`src/rtl/pc_seq_pkg.sv`:
```
// Shared state encoding and PC arithmetic constants for the LEGv8 fetch sequencer.
package pc_seq_pkg;

    localparam logic [2:0] LOAD  = 3'd0;
    localparam logic [2:0] FETCH = 3'd1;
    localparam logic [2:0] WAIT  = 3'd2;
    localparam logic [2:0] EXEC  = 3'd3;
    localparam logic [2:0] HALT  = 3'd4;

    typedef enum logic [2:0] {
        ST_LOAD  = LOAD,
        ST_FETCH = FETCH,
        ST_WAIT  = WAIT,
        ST_EXEC  = EXEC,
        ST_HALT  = HALT
    } state_e;

    localparam int PC_INCR  = 4;
    localparam int BR_SHIFT = 2;

endpackage

```
`src/rtl/pc_fetch_sequencer_nextpc.sv`:
```
// NextPClogic: resolves the PC following an executed instruction from the
// branch, zero and unconditional-branch controls.
module NextPClogic
    import pc_seq_pkg::*;
#(
    parameter int PC_W = 64
) (
    input  logic [PC_W-1:0] current_pc,
    input  logic [PC_W-1:0] sign_ext_imm,
    input  logic            branch,
    input  logic            alu_zero,
    input  logic            uncondbranch,
    output logic [PC_W-1:0] next_pc
);

    logic            take;
    logic [PC_W-1:0] offset;

    // Word offset shifted to bytes; the top bits fall off and the sum wraps.
    always_comb begin
        take    = (branch & alu_zero) | uncondbranch;
        offset  = take ? (sign_ext_imm << BR_SHIFT) : PC_W'(PC_INCR);
        next_pc = current_pc + offset;
    end

endmodule

```
`src/rtl/pc_fetch_sequencer.sv`:
```
// Multi-cycle fetch/PC controller: sequences req/ack instruction fetches and
// resolves the next PC. Optional macro PC_ALIGN_CHECK_EN faults on misaligned targets.
module pc_fetch_sequencer
    import pc_seq_pkg::*;
#(
    parameter int              PC_W     = 64,
    parameter logic [PC_W-1:0] RESET_PC = '0,
    parameter int              TIMEOUT  = 15
) (
    input  logic            CLK,
    input  logic            Reset_L,
    input  logic [PC_W-1:0] StartPC,
    input  logic            Halt,
    input  logic            Stall,
    input  logic            Branch,
    input  logic            ALUZero,
    input  logic            Uncondbranch,
    input  logic [PC_W-1:0] SignExtImm64,
    input  logic            IMemAck,
    input  logic [31:0]     IMemData,
    output logic [PC_W-1:0] CurrentPC,
    output logic            IMemReq,
    output logic [PC_W-1:0] IMemAddr,
    output logic [31:0]     Instruction,
    output logic            InstrValid,
    output logic            Halted,
    output logic            Fault
);

    localparam logic [3:0] TIMEOUT_CNT = 4'(TIMEOUT);

    state_e          state_q, state_d;
    logic [PC_W-1:0] pc_q, pc_d;
    logic [3:0]      cnt_q, cnt_d;
    logic [31:0]     instr_q, instr_d;
    logic            req_q, req_d;
    logic            fault_q, fault_d;
    logic [PC_W-1:0] next_pc;

    NextPClogic #(.PC_W(PC_W)) u_next_pc (
        .current_pc   (pc_q),
        .sign_ext_imm (SignExtImm64),
        .branch       (Branch),
        .alu_zero     (ALUZero),
        .uncondbranch (Uncondbranch),
        .next_pc      (next_pc)
    );

    always_comb begin
        state_d = state_q;
        pc_d    = pc_q;
        cnt_d   = cnt_q;
        instr_d = instr_q;
        req_d   = req_q;
        fault_d = fault_q;
        case (state_q)
            ST_LOAD: begin
                pc_d    = StartPC;
                state_d = ST_FETCH;
            end
            ST_FETCH: begin
                req_d   = 1'b1;
                cnt_d   = '0;
                state_d = ST_WAIT;
            end
            ST_WAIT: begin
                // An ack arriving on the final allowed cycle still wins over the timeout.
                if (IMemAck) begin
                    instr_d = IMemData;
                    req_d   = 1'b0;
                    state_d = ST_EXEC;
                end else begin
                    cnt_d = cnt_q + 4'd1;
                    if (cnt_d == TIMEOUT_CNT) begin
                        fault_d = 1'b1;
                        req_d   = 1'b0;
                        state_d = ST_HALT;
                    end
                end
            end
            ST_EXEC: begin
                if (Halt) begin
                    state_d = ST_HALT;
                end else if (!Stall) begin
`ifdef PC_ALIGN_CHECK_EN
                    if (next_pc[1:0] != 2'b00) begin
                        fault_d = 1'b1;
                        state_d = ST_HALT;
                    end else begin
                        pc_d    = next_pc;
                        state_d = ST_FETCH;
                    end
`else
                    pc_d    = next_pc;
                    state_d = ST_FETCH;
`endif
                end
            end
            ST_HALT: begin
                req_d = 1'b0;
            end
            default: begin
                state_d = ST_LOAD;
            end
        endcase
    end

    always_ff @(posedge CLK or negedge Reset_L) begin
        if (!Reset_L) begin
            state_q <= ST_LOAD;
            pc_q    <= RESET_PC;
            cnt_q   <= '0;
            instr_q <= '0;
            req_q   <= 1'b0;
            fault_q <= 1'b0;
        end else begin
            state_q <= state_d;
            pc_q    <= pc_d;
            cnt_q   <= cnt_d;
            instr_q <= instr_d;
            req_q   <= req_d;
            fault_q <= fault_d;
        end
    end

    assign CurrentPC   = pc_q;
    assign IMemAddr    = pc_q;
    assign IMemReq     = req_q;
    assign Instruction = instr_q;
    assign InstrValid  = (state_q == ST_EXEC);
    assign Halted      = (state_q == ST_HALT);
    assign Fault       = fault_q;

endmodule

```
`config.mk`:
```
export PLATFORM = sky130hd
export DESIGN_NAME = pc_fetch_sequencer
export DESIGN_NICKNAME = d
export VERILOG_FILES = /design/src/rtl/pc_seq_pkg.sv /design/src/rtl/pc_fetch_sequencer_nextpc.sv /design/src/rtl/pc_fetch_sequencer.sv
export SDC_FILE = /design/constraint.sdc
export NUM_CORES = 1
export LEC_CHECK = 0
export ABC_CLOCK_PERIOD_IN_PS = 6300
export CELL_PAD_IN_SITES_DETAIL_PLACEMENT = 0
export CELL_PAD_IN_SITES_GLOBAL_PLACEMENT = 2
export CORE_ASPECT_RATIO = 1.4
export CORE_MARGIN = 3
export CORE_UTILIZATION = 28
export DETAILED_ROUTE_END_ITERATION = 16
export PLACE_DENSITY = 0.91
export SLEW_MARGIN = 20
export SYNTH_ARGS = -nofsm -noshare
export SYNTH_HDL_FRONTEND = slang
export SYNTH_SLANG_ARGS = --single-unit
```
`constraint.sdc`:
```
create_clock -name CLK -period 6.3 [get_ports CLK]
set_input_delay 1.26 -clock CLK [delete_from_list [all_inputs] [get_ports CLK]]
set_output_delay 1.26 -clock CLK [all_outputs]
set_load 0.03 [all_outputs]
```
Yosys cells after proc, flatten, opt, wreduce, memory -nomap -nowiden

Cells that the tools add are included.

Register bits after elaboration: 105
Latch bits: 0
Bits in writable memories: 0
Bits in read-only memories: 0
Output and inout bits: 164
Word-level logic and storage cells: 46
Memories kept: 0

$add $sub $neg: 2
Multipliers: 0
Divide/modulo/power cells: 0
Magnitude comparators: 0
Equality and inequality tests: 10
Shift operators: 0
Mux-type cells: 14
Bitwise gates (word level): 4
Reduce and logical (&&, ||, !) cells: 10

Operators with widths:

| operator            | number |
|---|---|
| $mux 64             | 3 |
| $pmux 64 s2         | 1 |
| $add 64x64->64      | 1 |
| $pmux 3 s5          | 1 |
| $mux 3              | 4 |
| $reduce_and 3->1    | 3 |
| $pmux 4 s2          | 1 |
| $eq 3x2->1 const B  | 2 |
| $ne 2x2->1 const B  | 3 |
| $ne 3x3->1 const B  | 2 |
| $reduce_and 2->1    | 3 |
| $add 4x1->4 const B | 1 |
| $eq 4x4->1 const B  | 1 |
| $mux 4              | 1 |
| $reduce_bool 2->1   | 2 |
| $eq 3x1->1 const B  | 1 |
| $eq 3x3->1 const B  | 1 |
| $logic_not 3->1     | 1 |
| $pmux 1 s3          | 1 |
| $reduce_bool 3->1   | 1 |
| $mux 1              | 2 |
| $not 1->1           | 2 |
| $and 1x1->1         | 1 |
| $or 1x1->1          | 1 |

Longest topological paths before layout

Gate-level depths: netlist of the first run.

Depth after elaboration: 7
Mapped depth: 15
Depth with buffers taken out: 14

By module

From an unflattened synthesis of the first run, not the netlist that was laid out.

Cells, all modules: 1184
Area, all modules: 9430.3 µm²

By module, submodules not included:

| module             | instances | cells each | area an instance (µm²) | seq. area each (µm²) |
|---|---|---|---|---|
| pc_fetch_sequencer | 1         | 550        | 5291.3                 | 2627.5 |
| NextPClogic        | 1         | 634        | 4139.0                 | 0.0 |

Worst setup path before layout of the first run

No wires, ideal clock.

Path type: input to register
From: input port Branch
To: register pc_q[61], in the netlist CurrentPC[61]
Library setup time: 0.126 ns
Data arrival time: 4.288 ns
Required time: 6.174 ns
Setup slack: 1.886 ns
Cell stages on the path: 14
Buffers on the path: 1
Path through: a21oi_1 > clkbuf_1 > nor2b_1 > ha_1 > nand2_1 > or3_1 > or2_4 > o22ai_4 > a21oi_2 > o31ai_4 > a221oi_2 > o41ai_2 > mux2i_1 > nand3_1

Word-level cells in the longest chain between the ends: 7

Ends and longest elaborated chain:

| element              | line                            | source |
|---|---|---|
| start, declared      | pc_fetch_sequencer.sv:15        | `input logic Branch,` |
| $and 1x1->1          | pc_fetch_sequencer_nextpc.sv:21 | `take = (branch & alu_zero) \| uncondbranch;` |
| $or 1x1->1           | pc_fetch_sequencer_nextpc.sv:21 |  |
| $mux 64              | pc_fetch_sequencer_nextpc.sv:22 | `offset = take ? (sign_ext_imm << BR_SHIFT) : PC_W'(PC_INCR);` |
| $add 64x64->64       | pc_fetch_sequencer_nextpc.sv:23 | `next_pc = current_pc + offset;` |
| $mux 64              | pc_fetch_sequencer.sv:84        | `end else if (!Stall) begin` |
| $mux 64              | pc_fetch_sequencer.sv:82        | `if (Halt) begin` |
| $pmux 64 s2          | pc_fetch_sequencer.sv:56        | `case (state_q)` |
| end signal, assigned | pc_fetch_sequencer.sv:118       | `pc_q <= pc_d;` |
| end, declared        | pc_fetch_sequencer.sv:33        | `logic [PC_W-1:0] pc_q, pc_d;` |

Every way passes these cells. The select of a mux whose other input is x is not followed.
A chain may end at the register's enable or synchronous reset.

Final worst setup path of the first run

From: input port Branch
To: register pc_q[62], in the netlist CurrentPC[62]

The elaborated chain is that of the path after synthesis.

==> impl_results.md, run 1 <==
- CTS max path bufs: 2
- Die Ht: 221 um
- CP Launch Type: input pin
- Main combinational cell family by area after synthesis: compound AO/OA/AOI/OAI gates
- Vias in the first global route: 9522
- Initial core utilization: 0.285
- Max stage delay on crit path: 0.45 ns
- Final setup viols: 0
- Port Buffers: 329
- Multiplexer area fraction after synthesis: 0.0520
- H-tree levels: 3
- Post-DP HPWL: 24.9 mm
- Die boundary width: between 150 and 200 um
- Hold crit path type: register to register
- Via count: 8966
- Net count after synthesis: 1389
- Simple-gate share of the synthesized area: 0.201
- DIE AREA: 0.0354 mm2
- Commonest non-fill, non-tap cell in the layout: clkdlybuf4s50_1
- Hold_buf cts: 0
- Seq cells post-synth: 105
- Number of enable flip-flop cells after synthesis: 0
- Clock latency on the worst-skew pair: 0.38 ns
- Antenna Nets Post-Route: 0
- Share of the yosys chip area belonging to registers: 0.283
- Critical path required time: 6.57 ns
- XOR/XNOR share of the synthesized area: 0.0491
- Clock Skews: 0.0116 ns
- Clock root cell: clkbuf_16
- Core Area: between 0.03 and 0.04 mm2
- Rows: 78
- Non-filler cells, final: 1817
- Ranking of synthesized cells by area: dfrtp_1 28%, ha_1 8.5%, a21oi_1 7.0%
- MaxCap Viol Count: 0
- Fin util: 0.390
- Period minus WS final: between 5 and 6 ns
- Yosys top cell by area: dfrtp_1
- P_leak: 5.26 nW
- RSZ-0062 raised after global routing: no
- Routed met3 length: 1.36 mm
- Yosys top cell area share: 0.283
- DP Worst Slack: between 0.7 and 0.8 ns
- Commonest non-fill, non-tap cells in the layout: 328 x clkdlybuf4s50_1, 128 x a21oi_1, 126 x nand2_1, 105 x dfrtp_1, 89 x nor2_1
- Filler cells: 3421
- Total Power: around 7.0 mW
- Highest routed layer: met5
- Synth Flop Type: dfrtp_1
- Global-route usage over all layers: 0.181
- Nets: 1603
- Layout cell share with drive strength beyond 1: 0.0596
- Hold Fails Final Rpt: 0
- Post-synthesis cell count: 1157
- Warnings, synthesis: 0
- Vias per cell: 4.93
- Final slew viol count: 0
- CP max-delay cell: clkdlybuf4s50_1
- CTS tree: built
- CP Capture Type: register
- Setup bufs post-CTS: 0
- Worst-path cell chain: clkdlybuf4s50_1, a21oi_4, buf_4, nor2b_1, ha_1, nand3_1, nor4_1, nand2_1, nor3_1, nor2_1, o31ai_4, a21oi_2, o31ai_1, mux2i_1, nand3_1
- WL met2: around 17 mm
- Worst-Margin Slew: 1.02 ns
- Avg Cell Area, Syn: 8.02 um2
- Yosys cell types: 69
- Compound-cell area share of the yosys netlist: 0.232
- I/O pin cnt: 332
- DP Cell Count: between 1500 and 2000
- Most frequent CP cell: nand3_1
- Largest net degree at the start of global routing: 97
- Clk sink count: 105
- Multi-input logic area: slightly below 0.006 mm2
- Synth-to-Final Area Change: 37.1%
- Post-Syn Area: 0.00928 mm2
- Power per Cell Area: 547 mW/mm2
- Status: finished clean
- Sum Neg Setup Slack: 0 ns
- Detailed Route WL: 32.2 mm
- Peak supply drop: 271 uV
- Metal1 wirelength: roughly 13 mm
- Adder-Cell Fraction of Synth Area: 0.0871
- CP Max Fanout: 35
- Final period util: 0.818
- CP Class: input pin to register
- Initial antenna violation count: 5
- Register area: ~0.0026 mm2
- Post-CTS Resized: 0
- GPL Wtd Cong: just under 0.9
- Grt ovf: 0
- DRC violations left: 0
- Slew headroom: 0.319
- Initial DRC count: between 300 and 400
- Worst setup margin: around 1.1 ns
- First-pass GRT wire length: roughly 52 mm
- Max Fclk: 0.194 GHz
- CTS buffer count: 9
- WL/cell: 17.7 um
- Worst-path clk slew: about 0.090 ns
- Post-synth ARST share: 1.00
- CP arrival: 5.42 ns
- DRT Pass-1 Iters: 5
==> cell families after synthesis <==
logic type | Yosys count
adder cells (fa/ha/maj) | 64
multiplexers | 44
AO/OA/AOI/OAI | 348
flip-flops | 105
XOR/XNOR | 52
buffers and inverters | 152
AND/OR/NAND/NOR | 392
==> stage by stage <==
stage	cell area (um2)	hold slack [ns]
CTS	12700	0.488
detailed placement	12400	0.468
global placement	12400	0.452
floorplan	9280	0.531
finish	12700	0.489
global route	12700	0.512
==> per-layer routing <==
| layer | track usage | vias to the layer above |
|---|---|---|
| met3 | 0.0311 | 53 |
| met2 | 0.344 | 248 |
| li1 | - | 4457 |
| met4 | 0.0641 | 8 |
| met1 | 0.199 | 4200 |
| met5 | 0 | - |
==> cells in the mapped netlist, types with 8 or more instances <==
| cell | number |
|---|---|
| nor2_1 | 90 |
| xor2_1 | 20 |
| buf_4 | 68 |
| clkbuf_1 | 47 |
| mux2i_1 | 10 |
| a21o_1 | 35 |
| nor3_1 | 19 |
| o21bai_1 | 10 |
| inv_1 | 17 |
| ha_1 | 63 |
| a21oi_1 | 129 |
| mux2_2 | 34 |
| a31oi_1 | 12 |
| nand4_1 | 10 |
| nand3_1 | 29 |
| o21ai_0 | 88 |
| o21a_1 | 12 |
| nor2b_1 | 67 |
| and3_1 | 24 |
| a211oi_1 | 8 |
| nand2_1 | 126 |
| dfrtp_1 | 105 |
| xnor2_1 | 32 |
==> layout make-up <==
type / count / area share
sequential: 105 / 0.207
tap: 440 / 0.0433
timing repair buffer: 337 / 0.263
antenna: 1 / 0.000197
clock buffer: 9 / 0.0177
inverter: 18 / 0.00590
multi-input combinational: 900 / 0.456
clock inverter: 7 / 0.00738
==> critical path: cells and delay by family <==
family | cells | cell delay, ns
simple gates | 7 | 1.42
compound gates | 4 | 1.17
fa+ha+maj | 1 | 0.43
mux | 1 | 0.24
buf+inv | 2 | 0.88
==> worst paths after layout <==
| path | start | to | slack [ns] | cells past startpoint |
|---|---|---|---|---|
| min in group asynchronous | Reset_L | CurrentPC[45] | 0.91 | 1 |
| max in group asynchronous | Reset_L | CurrentPC[15] | 4.17 | 2 |
| hold reg to reg | Fault | Fault | 0.49 | 1 |
| setup / recovery | Branch | CurrentPC[62] | 1.14 | 15 |
| hold / removal | Fault | Fault | 0.49 | 1 |
| setup reg to reg | CurrentPC[2] | CurrentPC[60] | 2.57 | 13 |
==> report_power, final <==
part           internal, mW  switching (mW)
logic                  2.01            2.95
clock network         0.288           0.335
registers              1.01           0.364
==> flip-flops by register name, indices dropped and copies added (netlist names) <==
| name | count |
|---|---|
| CurrentPC | 64 |
| state_q | 3 |
| Fault | 1 |
| cnt_q | 4 |
| IMemReq | 1 |
| Instruction | 32 |
Power figures use the tool's default switching activity.
==> run 2, diff against run 1 <==
--- a/config.mk
+++ b/config.mk
@@ -5,14 +5,14 @@
 export SDC_FILE = /design/constraint.sdc
 export NUM_CORES = 1
 export LEC_CHECK = 0
-export ABC_CLOCK_PERIOD_IN_PS = 6300
+export ABC_CLOCK_PERIOD_IN_PS = 4200
 export CELL_PAD_IN_SITES_DETAIL_PLACEMENT = 0
 export CELL_PAD_IN_SITES_GLOBAL_PLACEMENT = 2
 export CORE_ASPECT_RATIO = 1.4
 export CORE_MARGIN = 3
-export CORE_UTILIZATION = 28
+export CORE_UTILIZATION = 23
 export DETAILED_ROUTE_END_ITERATION = 16
-export PLACE_DENSITY = 0.91
+export PLACE_DENSITY = 0.8
 export SLEW_MARGIN = 20
 export SYNTH_ARGS = -nofsm -noshare
 export SYNTH_HDL_FRONTEND = slang
==> constraint.sdc (replaced) <==
create_clock -name CLK -period 4.2 [get_ports CLK]
set_input_delay 0.84 -clock CLK [delete_from_list [all_inputs] [get_ports CLK]]
set_output_delay 0.84 -clock CLK [all_outputs]
set_load 0.03 [all_outputs]
==> run 2 against run 1 <==
Against the previous run:
- total power rose by 68%
- worst setup slack got worse by 0.86 ns
- non-clock buffer count grew 217
- core utilization fell by 2.0 points
- clock-buffer cell count is the same
- routed wire length up 11%
- final area rose by 15%
- via count is 9.1% higher
- highest routed layer unchanged
==> impl_results.md, run 2 (synthesis gave the netlist of run 1 again) <==
- FF-to-FF path depth: 15
- Critical path required time: around 4.5 ns
- I/O pin cnt: 332
- Max reg flops: 64
- CP Launch Type: input pin
- Clock Skews: ~0.023 ns
- Core Area: 0.0396 mm2
- Worst-path clk slew: 0.10 ns
- Design Area, Final: about 0.015 mm2
- Post-DP HPWL: 28.5 mm
- Status: finished clean
- Max Fclk: 0.255 GHz
- Nets: 1820
- CP Class: input pin to register
- CTS max path bufs: 2
- Total Power: 11.7 mW
- MaxCap Viol Count: 0
- Initial DRC count: roughly 340
- First-pass GRT wire length: 55.4 mm
- Largest net degree at the start of global routing: 71
- Initial antenna violation count: 6
- Commonest non-fill, non-tap cells in the layout: 325 x clkdlybuf4s50_1, 219 x buf_4, 125 x nand2_1, 125 x a21oi_1, 105 x dfrtp_1
- CP arrival: about 4.2 ns
- Antenna Nets Post-Route: 0
- Reg2reg setup slack: a little over 1 ns
- Final period util: 0.933
- Vias in the first global route: 10200
- Clk sink count: 105
- P_leak: around 6.4 nW
- CP Capture Type: register
- Layout cell share with drive strength beyond 1: 0.198
- Clock root cell: clkbuf_16
- Initial core utilization: 0.234
- Peak supply drop: between 300 and 400 uV
- Clock latency on the worst-skew pair: 0.39 ns
- DRC violations left: 0
- Power per Cell Area: roughly 800 mW/mm2
- Critical Path Start: SignExtImm64[0]
- DRT Pass-1 Iters: 4
- Non-filler cells, final: 2126
- Hold crit path type: input pin to asynchronous set/reset pin
- H-tree levels: 3
- Slew headroom: 0.583
- Commonest non-fill, non-tap cell in the layout: clkdlybuf4s50_1
- Hold_buf cts: 0
- DP Cell Count: 2102
- Worst reg2reg path endpoint: CurrentPC[56]
- Worst-Margin Slew: 0.625 ns
- GPL Wtd Cong: 0.857
- Die Ht: approximately 240 um
- Die boundary width: 176 um
- Grt ovf: 0
- Detailed Route WL: roughly 36 mm
- WL/cell: ~17 um
- Rows: 86
- Hold Fails Final Rpt: 0
- Via count: 9781
- Final slew viol count: 0
- Worst R2R Start: CurrentPC[2]
- Period minus WS final: 3.92 ns
- Synth-to-Final Area Change: 58.0%
- Port Buffers: 329
- Post-DP Area: between 0.01 and 0.015 mm2
- Final setup viols: 0
- CTS tree: built
- DIE AREA: 0.0428 mm2
- CP Max Fanout: 2
- CTS buffer count: 9
- Global-route usage over all layers: 0.163
- Vias per cell: 4.60
-- run 2: how the worst max path moves through the flow --
stage	endpoint	cells after the start
after floorplan	CurrentPC[61]	14
after global placement	CurrentPC[56]	18
after detailed placement	CurrentPC[62]	17
after CTS	CurrentPC[63]	16
after global routing	CurrentPC[56]	17
final	CurrentPC[56]	17
-- run 2: through the flow --
step | hold slack, ns | setup slack [ns] | setup TNS [ns] | util
6_report | 0.429 | 0.281 | 0 | 0.370
5_1_grt | 0.463 | -0.000102 | -0.000102 | 0.370
4_1_cts | 0.449 | 0.00460 | 0 | 0.366
3_5_place_dp | 0.470 | -0.626 | -16.18 | 0.357
3_3_place_gp | 0.454 | -0.623 | -14.33 | 0.357
2_1_floorplan | 0.531 | 0.206 | 0 | -
-- run 2: worst max-delay path, cell delays in order --
cell             delay (ns)
clkdlybuf4s50_1        0.46
or2_2                  0.31
ha_1                   0.21
fa_1                   0.41
a211oi_2               0.25
o21ai_1                0.17
a21oi_2                0.26
nor3_1                 0.09
buf_4                  0.15
o21ai_0                0.13
buf_4                  0.13
a21oi_1                0.07
nor3_2                 0.20
buf_4                  0.15
o21ai_0                0.09
xnor2_1                0.16
o21ai_0                0.09
-- run 2: repair_timing --
| action | 4_1_cts | 5_1_grt |
|---|---|---|
| buffers inserted | 0 | 1 |
| cloned | 0 | 2 |
| endpoints found under the setup margin | 16 | 29 |
| pin swaps | 1 | 15 |
| gates resized for setup | 9 | 26 |
-- run 2: metal layers --
layer | GRT usage | up-vias | wire, um
li1 | - | 4889 | -
met1 | 0.177 | 4661 | 14200
met2 | 0.316 | 196 | 19700
met3 | 0.0292 | 29 | 1310
met4 | 0.0464 | 6 | 534
met5 | 0 | - | 47
-- run 2: where the power goes --
group	internal, mW	total [mW]	switching (mW)
logic	3.94	8.71	4.77
clock network	0.432	0.932	0.500
registers	1.51	2.05	0.540
total	5.89	11.7	5.81
-- run 2: area by class of cell --
class	count	area, um2
antenna	5	12.5
clock buffer	9	225
clock inverter	7	93.8
fill	4179	24900
inverter	18	75.1
multi-input combinational	900	5910
sequential	105	2630
tap	528	661
timing repair buffer	554	5060
